<file path="config.mk">
export PLATFORM = sky130hd
export DESIGN_NAME = popcount_seq
export DESIGN_NICKNAME = d
export VERILOG_FILES = /design/src/rtl/popcount_pkg.sv /design/src/rtl/popcount_shreg.sv /design/src/rtl/popcount_seq.sv
export SDC_FILE = /design/constraint.sdc
export NUM_CORES = 1
export LEC_CHECK = 0
export CAP_MARGIN = 0
export CELL_PAD_IN_SITES_DETAIL_PLACEMENT = 1
export CELL_PAD_IN_SITES_GLOBAL_PLACEMENT = 1
export CORE_ASPECT_RATIO = 0.7
export CORE_MARGIN = 5
export CORE_UTILIZATION = 36
export DETAILED_ROUTE_END_ITERATION = 10
export GPL_TIMING_DRIVEN = 0
export PLACE_DENSITY = 0.83
export SYNTH_ARGS = -nofsm -noshare
export SYNTH_HDL_FRONTEND = slang
export SYNTH_SLANG_ARGS = --single-unit
</file>
<file path="constraint.sdc">
create_clock -name clk -period 2.25 [get_ports clk]
set_clock_uncertainty 0.05 [all_clocks]
set_input_delay 0.3375 -clock clk [delete_from_list [all_inputs] [get_ports clk]]
set_output_delay 0.3375 -clock clk [all_outputs]
set_load 0.1 [all_outputs]
</file>
<file path="src/rtl/popcount_pkg.sv">
// Shared types and constants for the sequential population counter.
package popcount_pkg;

  typedef enum logic [1:0] {
    IDLE,
    SHIFT,
    DONE
  } state_t;

  localparam logic MODE_ONES  = 1'b0;
  localparam logic MODE_ZEROS = 1'b1;

endpackage

</file>
<file path="src/rtl/popcount_shreg.sv">
// Loadable right-shift register with zero fill, synchronous clear and zero detect.
module popcount_shreg #(
  parameter int unsigned WIDTH = 8
) (
  input  logic             clk,
  input  logic             clr,
  input  logic             load,
  input  logic             shift_en,
  input  logic [WIDTH-1:0] d,
  output logic [WIDTH-1:0] q,
  output logic             lsb,
  output logic             is_zero
);

  logic [WIDTH-1:0] q_q;
  logic [WIDTH-1:0] q_d;

  always_comb begin
    q_d = q_q;
    if (load) begin
      q_d = d;
    end else if (shift_en) begin
      q_d = q_q >> 1;
    end
  end

  always_ff @(posedge clk) begin
    if (clr) begin
      q_q <= '0;
    end else begin
      q_q <= q_d;
    end
  end

  assign q       = q_q;
  assign lsb     = q_q[0];
  assign is_zero = (q_q == '0);

endmodule

</file>
<file path="src/rtl/popcount_seq.sv">
// Sequential ones/zeros counter: loads a word, shifts it LSB-first and stops early
// once the remaining word is zero; result held with a start/busy/done handshake.
module popcount_seq
  import popcount_pkg::*;
#(
  parameter  int unsigned WIDTH = 8,
  localparam int unsigned CNT_W = $clog2(WIDTH + 1)
) (
  input  logic             clk,
  input  logic             rst,
  input  logic             start,
  input  logic             mode,
  input  logic [WIDTH-1:0] data_in,
  input  logic [CNT_W-1:0] target,
  output logic             busy,
  output logic             done,
  output logic [CNT_W-1:0] count,
  output logic             match
);

  state_t           state_q, state_d;
  logic [CNT_W-1:0] count_q, count_d;
  logic             valid_q, valid_d;

  logic             sreg_load;
  logic             sreg_shift;
  logic [WIDTH-1:0] sreg_load_val;
  logic [WIDTH-1:0] sreg_q;
  logic             sreg_lsb;
  logic             sreg_zero;

  // Zeros are counted by inverting at load time so the datapath only ever counts ones.
  assign sreg_load_val = (mode == MODE_ZEROS) ? ~data_in : data_in;

  popcount_shreg #(
    .WIDTH(WIDTH)
  ) u_shreg (
    .clk     (clk),
    .clr     (rst),
    .load    (sreg_load),
    .shift_en(sreg_shift),
    .d       (sreg_load_val),
    .q       (sreg_q),
    .lsb     (sreg_lsb),
    .is_zero (sreg_zero)
  );

  always_comb begin
    sreg_consistent: assert (sreg_zero == (sreg_q == '0) && sreg_lsb == sreg_q[0]);
  end

  always_comb begin
    state_d    = state_q;
    count_d    = count_q;
    valid_d    = valid_q;
    sreg_load  = 1'b0;
    sreg_shift = 1'b0;
    busy       = 1'b0;
    done       = 1'b0;
    unique case (state_q)
      IDLE: begin
        if (start) begin
          sreg_load = 1'b1;
          count_d   = '0;
          valid_d   = 1'b0;
          state_d   = SHIFT;
        end
      end
      SHIFT: begin
        busy = 1'b1;
        if (sreg_zero) begin
          state_d = DONE;
        end else begin
          sreg_shift = 1'b1;
          count_d    = count_q + {{(CNT_W-1){1'b0}}, sreg_lsb};
        end
      end
      DONE: begin
        done    = 1'b1;
        valid_d = 1'b1;
        // A restart in DONE still pulses done this cycle but invalidates the result.
        if (start) begin
          sreg_load = 1'b1;
          count_d   = '0;
          valid_d   = 1'b0;
          state_d   = SHIFT;
        end else begin
          state_d = IDLE;
        end
      end
      default: state_d = IDLE;
    endcase
  end

  always_ff @(posedge clk) begin
    if (rst) begin
      state_q <= IDLE;
      count_q <= '0;
      valid_q <= 1'b0;
    end else begin
      state_q <= state_d;
      count_q <= count_d;
      valid_q <= valid_d;
    end
  end

  assign count = count_q;
  assign match = valid_q && (count_q == target);

endmodule

</file>
==> results.md, run 1 <==
- The number of antenna violations at the first check in global routing is 0.
- Yosys printed 0 warnings.
- The die boundary height is 49.9 um.
- The flow ran to the end, and the final reports show no timing, DRC or antenna violations.
- Summed over all cells, the static leakage comes to 0.422 nW.
- The critical path's top delay family is buffers and inverters.
- The initial cell density of the core is a little under two fifths.
- The total power after layout is around 0.65 mW.
- After synthesis the netlist holds a flip-flop and latch count of 15.
- The type of the most critical hold path is flip-flop to flip-flop.
- Static timing analysis puts the maximum clock frequency at 452 MHz.
- The final weighted congestion in routability-driven placement is slightly below 0.8.
- Global routing used between 10% and 20% of the available tracks across all layers.
- The launching point of the worst reg2reg path is u_shreg.q[7].
- The share of the core filled with cells in the final layout is 51.9%.
- Setup violations remaining at the end of the flow were counted as 0.
- The origin of the worst setup path is count[1].
- The startpoint of the most critical hold path is count[1].
- In this design, the stage delay of the slowest critical-path cell is 1140 ps.
- VDD sags by at most 258 uV.
- The number of different library cells used by synthesis comes to 26.
- Among all stages on the critical path, the largest delay is contributed by clkdlybuf4s50_1.
- The number of global-route vias before repair is just under 800.
- For this run, the post-layout net count is around 140.
- In this run the horizontal extent of the chip is 66.9 um.
- The standard cell core area is about 2200 um^2.
- The worst path in the final design needs a cycle of approximately 2200 ps, including I/O delays and setup.
- The detail route stage leaves a number of antenna-violating nets equal to 0.
- The first global-routing pass estimated approximately 3700 um of wire.
- The power per cell area is slightly below 600 nW/um^2.
- The final number of hold-violating endpoints came to 0.
- The total congestion overflow after global routing is 0.
- STA puts the critical path data required time at approximately 1900 ps.
- Counting along the longest clock path gives a buffer depth of 2.
- The clock drives 15 sinks.
- The detailed-placement wirelength estimate is between 1500 and 2000 um.
- The total of fill cells in the finished design is 271.
- Summed over all layers, the routed wires come to 2300 um.
- Leaving out fill and tap cells, the most frequent cells in the layout are nand2_1, clkdlybuf4s50_1, dfxtp_1, xor2_1, nor2_1.
- Clock-pin slew was measured on the worst setup and hold paths at ~100 ps.
- The library cell used as clock root buffer is clkbuf_4.
- The worst setup path is captured at an output pin.
- The first detailed-routing pass ran for 4 iterations.
- Detailed routing inserted a total of slightly below 800 vias.
- The clock reaches the later pin of the worst-skew pair after just under 300 ps.
- The cell area after synthesis is roughly 820 um^2.
- The total of hold buffers inserted after clock tree synthesis is 0.
- The slew at the pin closest to its max-slew limit is just under 1000 ps.
- The final count of pins violating max slew is 0.
- Setup repair after global routing left no endpoint under its margin.
- The cell count after synthesis came out at a little under 100.
- During I/O placement, the number of pins put on the boundary was 23.
- Traced cell by cell, the critical path runs through clkdlybuf4s50_1.
- The detail-routed via count per cell is approximately 5.
- The number of H-tree levels is 1.
- The overall die area is 3340 um^2.
- The worst pin sits at a relative slew slack of 34.6%.
- The count of routing violations after the opening detailed-route iteration is 22.
- The buffers plus inverters on the worst setup path is 1.
- The number of buffers added by the clock tree synthesis step is 3.
- The final critical path takes up 98.4% of the cycle.
- The post-route DRC violation count is 0.
- STA puts the critical path data arrival time at approximately 1800 ps.
- The maximum fanout along the worst path is 5.
- The max-capacitance violation count is 0.
- In this run the core area contains 14 standard-cell rows.
- The routed wirelength normalized by instance count is between 10 and 15 um.
- TritonCTS built the clock tree.
- The number of antenna diodes in the final layout is 0.
- The worst setup path is launched from a flip-flop.
- The layout overhead on the synthesized area is 36.8%.
- The category of the most critical setup path is flip-flop to output pin.
- Entering global routing, the biggest net connects 11 pins.
- Averaged over all synthesized cells, the footprint is 8.42 um^2.
- The post-synthesis sequential area ratio is between 30% and 40%.
- The number of nets produced by synthesis is 115.
- The layout cell share with drive strength beyond 1 is ~15%.
- The number of buffer cells added on primary ports is 21.
-- what timing repair did --
item / CTS / global route
endpoints found under the setup margin: 3 / 0
resized for setup: 9 / 0
setup buffers: 0 / 0
-- registers in the layout, indices dropped and copies added, names as in the netlist --
| register | flops |
|---|---|
| valid_q | 1 |
| count | 4 |
| state_q | 2 |
| u_shreg.q | 8 |
-- area by class of cell --
| class | count | area (um^2) | area share, % |
|---|---|---|---|
| clock inverters | 1 | 5.00 | 0.448 |
| flip-flops and latches | 15 | 313 | 28.0 |
| clock buffers | 3 | 22.5 | 2.02 |
| multi-input cells | 74 | 499 | 44.7 |
| repair buffers | 21 | 205 | 18.4 |
| inverters | 3 | 11.3 | 1.01 |
| plain buffers | 5 | 21.3 | 1.90 |
| well taps | 32 | 40.0 | 3.58 |
-- synth_stat cells, drive strengths merged --
| cell | count | area share [%] |
|---|---|---|
| a211oi | 2 | 2.5 |
| a21oi | 5 | 3.1 |
| a311oi | 7 | 7.5 |
| a31oi | 1 | 0.77 |
| and2 | 1 | 0.77 |
| buf | 2 | 1.2 |
| clkbuf | 3 | 1.4 |
| clkinv | 1 | 0.46 |
| dfxtp | 15 | 37 |
| ha | 2 | 3.1 |
| inv | 2 | 0.92 |
| mux2i | 1 | 1.2 |
| nand2 | 18 | 8.3 |
| nand2b | 2 | 1.5 |
| nand3 | 3 | 1.8 |
| nor2 | 9 | 4.1 |
| nor2b | 1 | 0.77 |
| nor4 | 4 | 3.1 |
| o211a | 1 | 1.2 |
| o21a | 1 | 0.92 |
| o21ai | 2 | 3.1 |
| or4 | 2 | 2.8 |
| xnor2 | 2 | 2.1 |
| xor2 | 10 | 11 |
-- layer usage --
metal	global-route usage, %	share of wire, %	wire length, um
met1	17.6	46	1060
met2	24.8	49	1130
met3	5.91	4.7	109
met5	0	0	0
met4	1.68	0	0
-- where the power goes --
group | internal, mW | switching [mW]
Sequential | 0.281 | 0.0217
Combinational | 0.0722 | 0.108
Clock | 0.0661 | 0.0963
-- worst paths after layout --
path,end,slack [ps],depth (start not counted)
min reg2reg,count[1],480,2
max reg2reg,count[2],690,4
min,count[1],480,2
max,count[1],40,1
-- kinds of logic (layout without fill, tap and decap cells) --
kind of cell | count (synthesis) | after routing | synth area share [%]
compound gates | 19 | 19 | 19.0
simple gates | 40 | 40 | 23.1
flops | 15 | 15 | 36.8
xor+xnor | 12 | 12 | 12.9
buf+inv | 8 | 33 | 3.98
mux | 1 | 1 | 1.23
fa+ha+maj | 2 | 2 | 3.06
-- per-stage QoR --
stage	area (um^2)	setup TNS (ps)	instances	hold slack [ps]	setup WS, ps
floorplan	845	-33.3	97	360	-33.3
global placement	1090	-580	150	441	-580
detailed placement	1090	-624	150	457	-616
CTS	1120	0	154	480	23.8
global route	1120	0	154	490	6.19
finish	1120	0	154	479	36.1
No activity file was read; power rests on OpenSTA's default activity.
==> run 2, diff against run 1 <==
Settings changed: CORE_UTILIZATION 36 to 37, PLACE_DENSITY 0.83 to 0.82, SYNTH_HIERARCHICAL from default to 1.
==> results.md, run 2 <==
- Of the available clock period, the critical path in the final layout requires between 90% and 100%.
- Headroom to the max-slew limit came out at around a third.
- The cell row count is 14.
- Entering global routing, the biggest net connects 14 pins.
- The count of routing violations after the opening detailed-route iteration is 17.
- Walking the worst path, the cells encountered are clkdlybuf4s50_1.
- The standard cell core area is roughly 2200 um^2.
- The setup slack of the most critical reg-to-reg path is approximately 170 ps.
- TritonCTS built the clock tree.
- The type of origin of the critical path is a flip-flop.
- The die covers about 3300 um^2.
- Final hold analysis gives a worst-case slack of 455 ps.
- In the global route stage, met2 resource usage came out at between 10% and 20%.
- The largest incremental delay on the critical path is about 1100 ps.
- Along the worst path, the maximum fanout reaches 4.
- Once the clock tree was built, the setup fixing pass inserted 0 buffers.
- Counting every sink on the clock net gives 15.
- The repair_antennas step left the layout with diodes totalling 0.
- From bottom edge to top edge, the die measures between 40 and 50 um.
- Synthesis produced a netlist with a net count of 105.
- By startpoint and endpoint, the worst setup path is classified as flip-flop to output pin.
- The number of cells in the design after placement is 140.
- Setup repair after global routing left no endpoint under its margin.
- Subtracting the final worst setup slack from the clock period gives between 2000 and 2500 ps.
- The library cell used as clock root buffer is clkbuf_4.
- The detailed-router iteration count before antenna repair is 4.
- The end point of the critical path is count[2].
- The min-delay analysis places its worst path in the category flip-flop to flip-flop.
- The post-route DRC violation count is 0.
- The register with the most flip-flops in the layout has 8 of them.
- The arrival time at the worst endpoint is ~1800 ps.
- Synthesis handed over a netlist of 87 instances.
- The library cell used most frequently in the layout, excluding fill and tap cells, is clkdlybuf4s50_1.
- In this run the count of I/O pins placed on the die edge is 23.
- For the final routed database, the setup TNS stands at 0 ps.
- The routed via count is between 700 and 800.
- The worst slack at placement is -604 ps.
- The layer flagged by global routing as most heavily used is met2.
- In this run the number of cells on the critical path is 1.
- In this run the critical register-to-register path is launched from u_shreg/q[0].
- Routability-driven placement finished with a final weighted congestion of just under 0.8.
- The number of antenna violations at the first check in global routing is 0.
- The final number of hold-violating endpoints is 0.
- For this run, the post-layout net count is between 100 and 150.
- The number of buffer cells added on primary ports is 21.
- Cells with a size suffix above 1 make up between 10% and 20% of the layout.
- The Yosys step of the flow raised 6 warnings.
- Together, buffers and inverters on the worst path number 1.
- For this design the static power due to leakage is 0.452 nW.
- The slew at the pin closest to its max-slew limit is roughly 970 ps.
- The critical path data required time is ~1900 ps.
- The setup slack of the critical path after layout is 47.3 ps.
- The tool flagged a number of max-cap violations equal to 0.
- The detail route stage leaves a number of antenna-violating nets equal to 0.
- The peak ir drop on the vdd network is 280 uV.
- The cell area after synthesis is roughly 840 um^2.
- From synthesis to final layout, the design area changed by 35.6%.
- Timing would allow up to around 450 MHz.
- After detailed routing, the average wire length per cell comes to roughly 14 um.
- The first global-routing pass estimated 3310 um of wire.
- The finished layout holds roughly 140 standard cells, fillers aside.
- The critical path's top delay family is buffers and inverters.
- The number of global-route vias before repair is between 700 and 800.
- The number of cells on the worst reg-to-reg path is 8.
- The standard cell with the maximum stage delay on the critical path is clkdlybuf4s50_1.
- The longest clock path from root to sink contains 2 buffers.
- At the end of the flow the core is filled with cells to 52.8%.
- The horizontal extent of the die is roughly 67 um.
- The met3 track demand over resource in global routing is 4.09%.
- Using the TritonRoute via totals, the vias-per-cell ratio works out to between 4 and 5.
- The critical path starts at count[2].
- The sort of element at the end of the critical path is an output pin.
- For this run the aggregate overflow at the end of global routing stands at 0.
- The clock latency of the later-clocked register in the worst-skew pair is about 290 ps.
- The final count of pins violating max slew is 0.
- The top cell types in the final layout, fill and taps aside, are clkdlybuf4s50_1, xor2_1, dfxtp_1, nor2b_1.
- The power per cell area is 558 nW/um^2.
- The number of buffers added by the clock tree synthesis step is 3.
- The total wirelength of the detailed-routed design is roughly 2000 um.
- The endpoint of the lowest-slack register-to-register path is u_shreg/q[7].
- The detailed-placement wirelength estimate is approximately 1600 um.
- CTS built an H-tree with a depth of 1.
- The final number of setup-violating endpoints is 0.
- In this run the mean area of a mapped cell was around 9.7 um^2.
- Clock-pin slew was measured on the worst setup and hold paths at 90 ps.
- For this run, the total global-route usage over all layers was measured as between 10% and 20%.
- The initial cell density of the core is 39.0%.
- The run finished with clean final reports.
- In the global route stage, met1 resource usage came out at around 18%.
## run 2: changes by cell type in the layout (fill, tap and decap cells not counted), moves of 3 or more
cell	delta
nor2_1	-8
nor4_1	-3
a211oi_1	+6
mux2i_1	+6
nand2_1	-14
a311oi_1	-7
nor2b_1	+7
## run 2: metrics by stage
step | power [mW] | area [um^2]
5_1_grt | 0.671 | 1140
3_3_place_gp | 0.479 | 1120
6_report | 0.635 | 1140
2_1_floorplan | 0.426 | 867
4_1_cts | 0.640 | 1140
3_5_place_dp | 0.484 | 1120
## run 2: what timing repair did
| item | in CTS | in global routing |
|---|---|---|
| hold buffers | 0 | 0 |
| hold endpoints to repair | 0 | 0 |
| setup endpoints to repair | 3 | 1 |
| resized for setup | 7 | 1 |
## run 2: layout make-up
type                       count  area, um^2
buffer                         4        37.5
clock buffer                   4        26.3
fill                         262        1020
inverter                       4        15.0
multi-input combinational     64         504
sequential                    15         313
tap                           32        40.0
timing repair buffer          21         203
## run 2: how the worst min path moves through the flow
stage / start / end / slack [ps] / cells after the start
floorplan: rst / count[0] / 350 / 1
CTS: valid_q / valid_q / 460 / 2
detailed placement: valid_q / valid_q / 450 / 2
global placement: valid_q / valid_q / 430 / 2
global route: valid_q / valid_q / 500 / 2
finish: valid_q / valid_q / 450 / 2
## run 2: power breakdown
part	switching (mW)	leakage, nW	internal [mW]
combinational	0.0988	0.311	0.0836
sequential	0.0146	0.126	0.282
clock	0.0876	0.0150	0.0689
## run 2: routing by layer
layer  part of all wire [%]  up-vias
met4                    1.0        0
met3                    7.1        2
met5                      0        -
met1                     48      327
li1                       -      353
met2                     43       24
==> run 3, diff against run 2 <==
Settings changed: CORE_MARGIN 5 to default.
==> results.md, run 3 (synthesis gave the netlist of run 2 again) <==
- Row generation in the floorplan step produced 14 rows.
- Based on the critical path, the design can be clocked at up to ~460 MHz.
- The pre-antenna-repair detailed-routing pass consisted of 9 iterations.
- Combinational logic is responsible for 28.3% of the overall power.
- The clock network is responsible for between 20 and 25% of the overall power.
- Sequential cells burn a little under half of the power.
- The post-route non-filler standard cell count is around 140.
- The die is around 42 um tall.
- The layout cell share with drive strength beyond 1 is between 15 and 20%.
- The area growth from synthesis to layout is 35.6%.
- The largest incremental delay on the critical path is 1130 ps.
- The number of global-route vias before repair is roughly 740.
- The total congestion overflow after global routing is 0.
- Internal power comes to roughly 0.43 mW.
- The routed wirelength normalized by instance count is ~14 um.
- The number of buffers on the longest clock path is 2.
- The share of the core filled with cells in the final layout is 53.3%.
- The tightest min-delay check is of the flip-flop to flip-flop type.
- The filler cells instantiated in the layout total about 260.
- The number of antenna violations at the first check in global routing is 0.
- At the placement stage, the worst setup path has a slack of -628 ps.
- The final weighted congestion in routability-driven placement is ~0.74.
- Summing all multi-input logic gate instances after layout gives about 500 um^2.
- The clock reaches the later pin of the worst-skew pair after slightly below 300 ps.
- The most frequent standard cell in the layout excluding fill and tap cells is clkdlybuf4s50_1.
- The final critical delay including setup and external delays is between 2000 and 2500 ps.
- The signal on the critical path passes through clkdlybuf4s50_1.
- The headroom to the max-slew limit is between 30% and 40%.
- Adding up every negative setup slack in the final design gives 0 ps.
- The global-route total usage across every layer is between 10% and 20%.
- The number of clock buffers added by TritonCTS is 3.
- The number of flip-flops under the largest register name is 8.
- The maximum fanout along the worst path is 5.
- For this block, the routed nets add up to around 2000 um of wire.
- The final worst-path cycle share is between 90% and 100%.
- The overall die area is approximately 2500 um^2.
- The library cells used most frequently in the layout, excluding fill and tap cells, are clkdlybuf4s50_1, xor2_1, dfxtp_1, nor2b_1.
- The standard cell with the maximum stage delay on the critical path is clkdlybuf4s50_1.
- In this run the number of H-tree levels came out at 1.
- From left edge to right edge, the die measures ~59 um.
- The critical path's top delay family is buffers and inverters.
- In this run the tool buffered the top-level ports with 21 buffer cells.
- For this design the total switching power over the nets is approximately 0.2 mW.
- The max-capacitance violation count is 0.
- In this run the clock root is driven by a clkbuf_4.
- In this run the static leakage power is between 0.4 and 0.5 nW.
- The switching power share of the total is 31.5%.
- Counting tap cells, the placed design contains a total of between 100 and 150 instances.
- Setup violations remaining at the end of the flow were counted as 0.
- The arrival time at the worst endpoint is approximately 1800 ps.
- For the pin with the worst max-slew slack, the measured transition is slightly below 1000 ps.
- The detailed-placement wirelength estimate is roughly 1600 um.
- The final number of hold-violating endpoints is 0.
- Entering global routing, the biggest net connects 14 pins.
- The initial utilization of the core area, before any placement, comes to between 30% and 40%.
- The total power after layout is 0.633 mW.
- The count of routing violations after the opening detailed-route iteration is 10.
- The TritonCTS sink count is 15.
- The number of routed nets with antenna violations is 0.
- The flow ran to the end, but the final reports show violations.
- The peak ir drop on the vdd network is between 200 and 300 uV.
- The final count of pins violating max slew is 0.
- Counting both buffers and inverters, the worst setup path holds a total of 1.
- The type of origin of the critical path is a flip-flop.
- The finished cells cover 1140 um^2.
- The post-route DRC violation count is 1.
- For the worst setup path, the data required time is around 1900 ps.
- The routed layout has just over 700 vias.
- Across the whole layout, storage elements account for between 300 and 400 um^2.
- The category of the most critical setup path is flip-flop to output pin.
- For this design the top-level I/O count stands at 23.
- The first global-routing pass estimated ~3300 um of wire.
- Across all hold checks on the routed design, the worst slack comes to 452 ps.
- The core region is around 2100 um^2.
- The clock edge transition at the registers on the reported setup and hold paths is roughly 90 ps.
- Power spread over the standard cell area amounts to around 560 nW/um^2.
- Setup slack on the critical path of the routed design comes to between 50 and 60 ps.
- Summing all placed instances gives a cell area of ~1100 um^2.
- The detail-routed via count per cell is about 5.0.
- The sort of element at the end of the critical path is an output pin.
- The number of antenna diodes in the final layout is 0.
- The checks that failed: design-rule violations.
- In the final design database the tool counted approximately 130 nets.
- The clock tree from TritonCTS is done.
- The post-CTS repair timing setup buffer count is 0.
- Setup repair after global routing left no endpoint under its margin.
run 3: changes by cell type in the layout (fill, tap and decap cells not counted), sizes merged:
| cell | before | now |
|---|---|---|
| clkdlybuf4s50 | 18 | 17 |
| dlymetal6s2s | 0 | 1 |
run 3: worst paths after layout:
check                               endpoint  slack (ps)          from  cells after the start
worst max register to register  u_shreg/q[7]         130  u_shreg/q[4]                      8
worst min register to register       valid_q         450       valid_q                      2
worst max-delay path                count[1]          60      count[1]                      1
worst min-delay path                 valid_q         450       valid_q                      2
run 3: area by class of cell:
cell class	count	area share, %
multi-input combinational	64	44.1
tap	32	3.52
clock buffer	4	2.31
timing repair buffer	21	18.0
buffer	4	3.30
inverter	4	1.32
sequential	15	27.5
run 3: power groups by stage:
stage | Sequential [mW] | Combinational, mW | Clock, mW
final | 0.297 | 0.179 | 0.157
after global routing | 0.300 | 0.194 | 0.178
after CTS | 0.297 | 0.182 | 0.164
after detailed placement | 0.304 | 0.183 | 0
after global placement | 0.302 | 0.177 | 0
after floorplan | 0.305 | 0.121 | 0
run 3: repair_timing:
| action | 4_1_cts | 5_1_grt |
|---|---|---|
| endpoints found under the setup margin | 3 | 1 |
| endpoints found under the hold margin | 0 | 0 |
| hold buffers | 0 | 0 |
| gates resized for setup | 7 | 1 |
run 3: per-layer routing:
layer / track usage (%) / up-vias / share of wire, %
met5: 0 / - / 0
met4: 5.71 / 0 / 0
met3: 6.85 / 0 / 4.9
met2: 30.2 / 17 / 46
met1: 23.7 / 343 / 49
li1: - / 358 / -
run 3: worst reg2reg max path: cells and delay by family, from the launching register on:
kind | cells | cell delay [ps]
AND/OR/NAND/NOR | 4 | 1210
AO/OA/AOI/OAI | 1 | 140
buffers and inverters | 3 | 320
flip-flops | 1 | 330
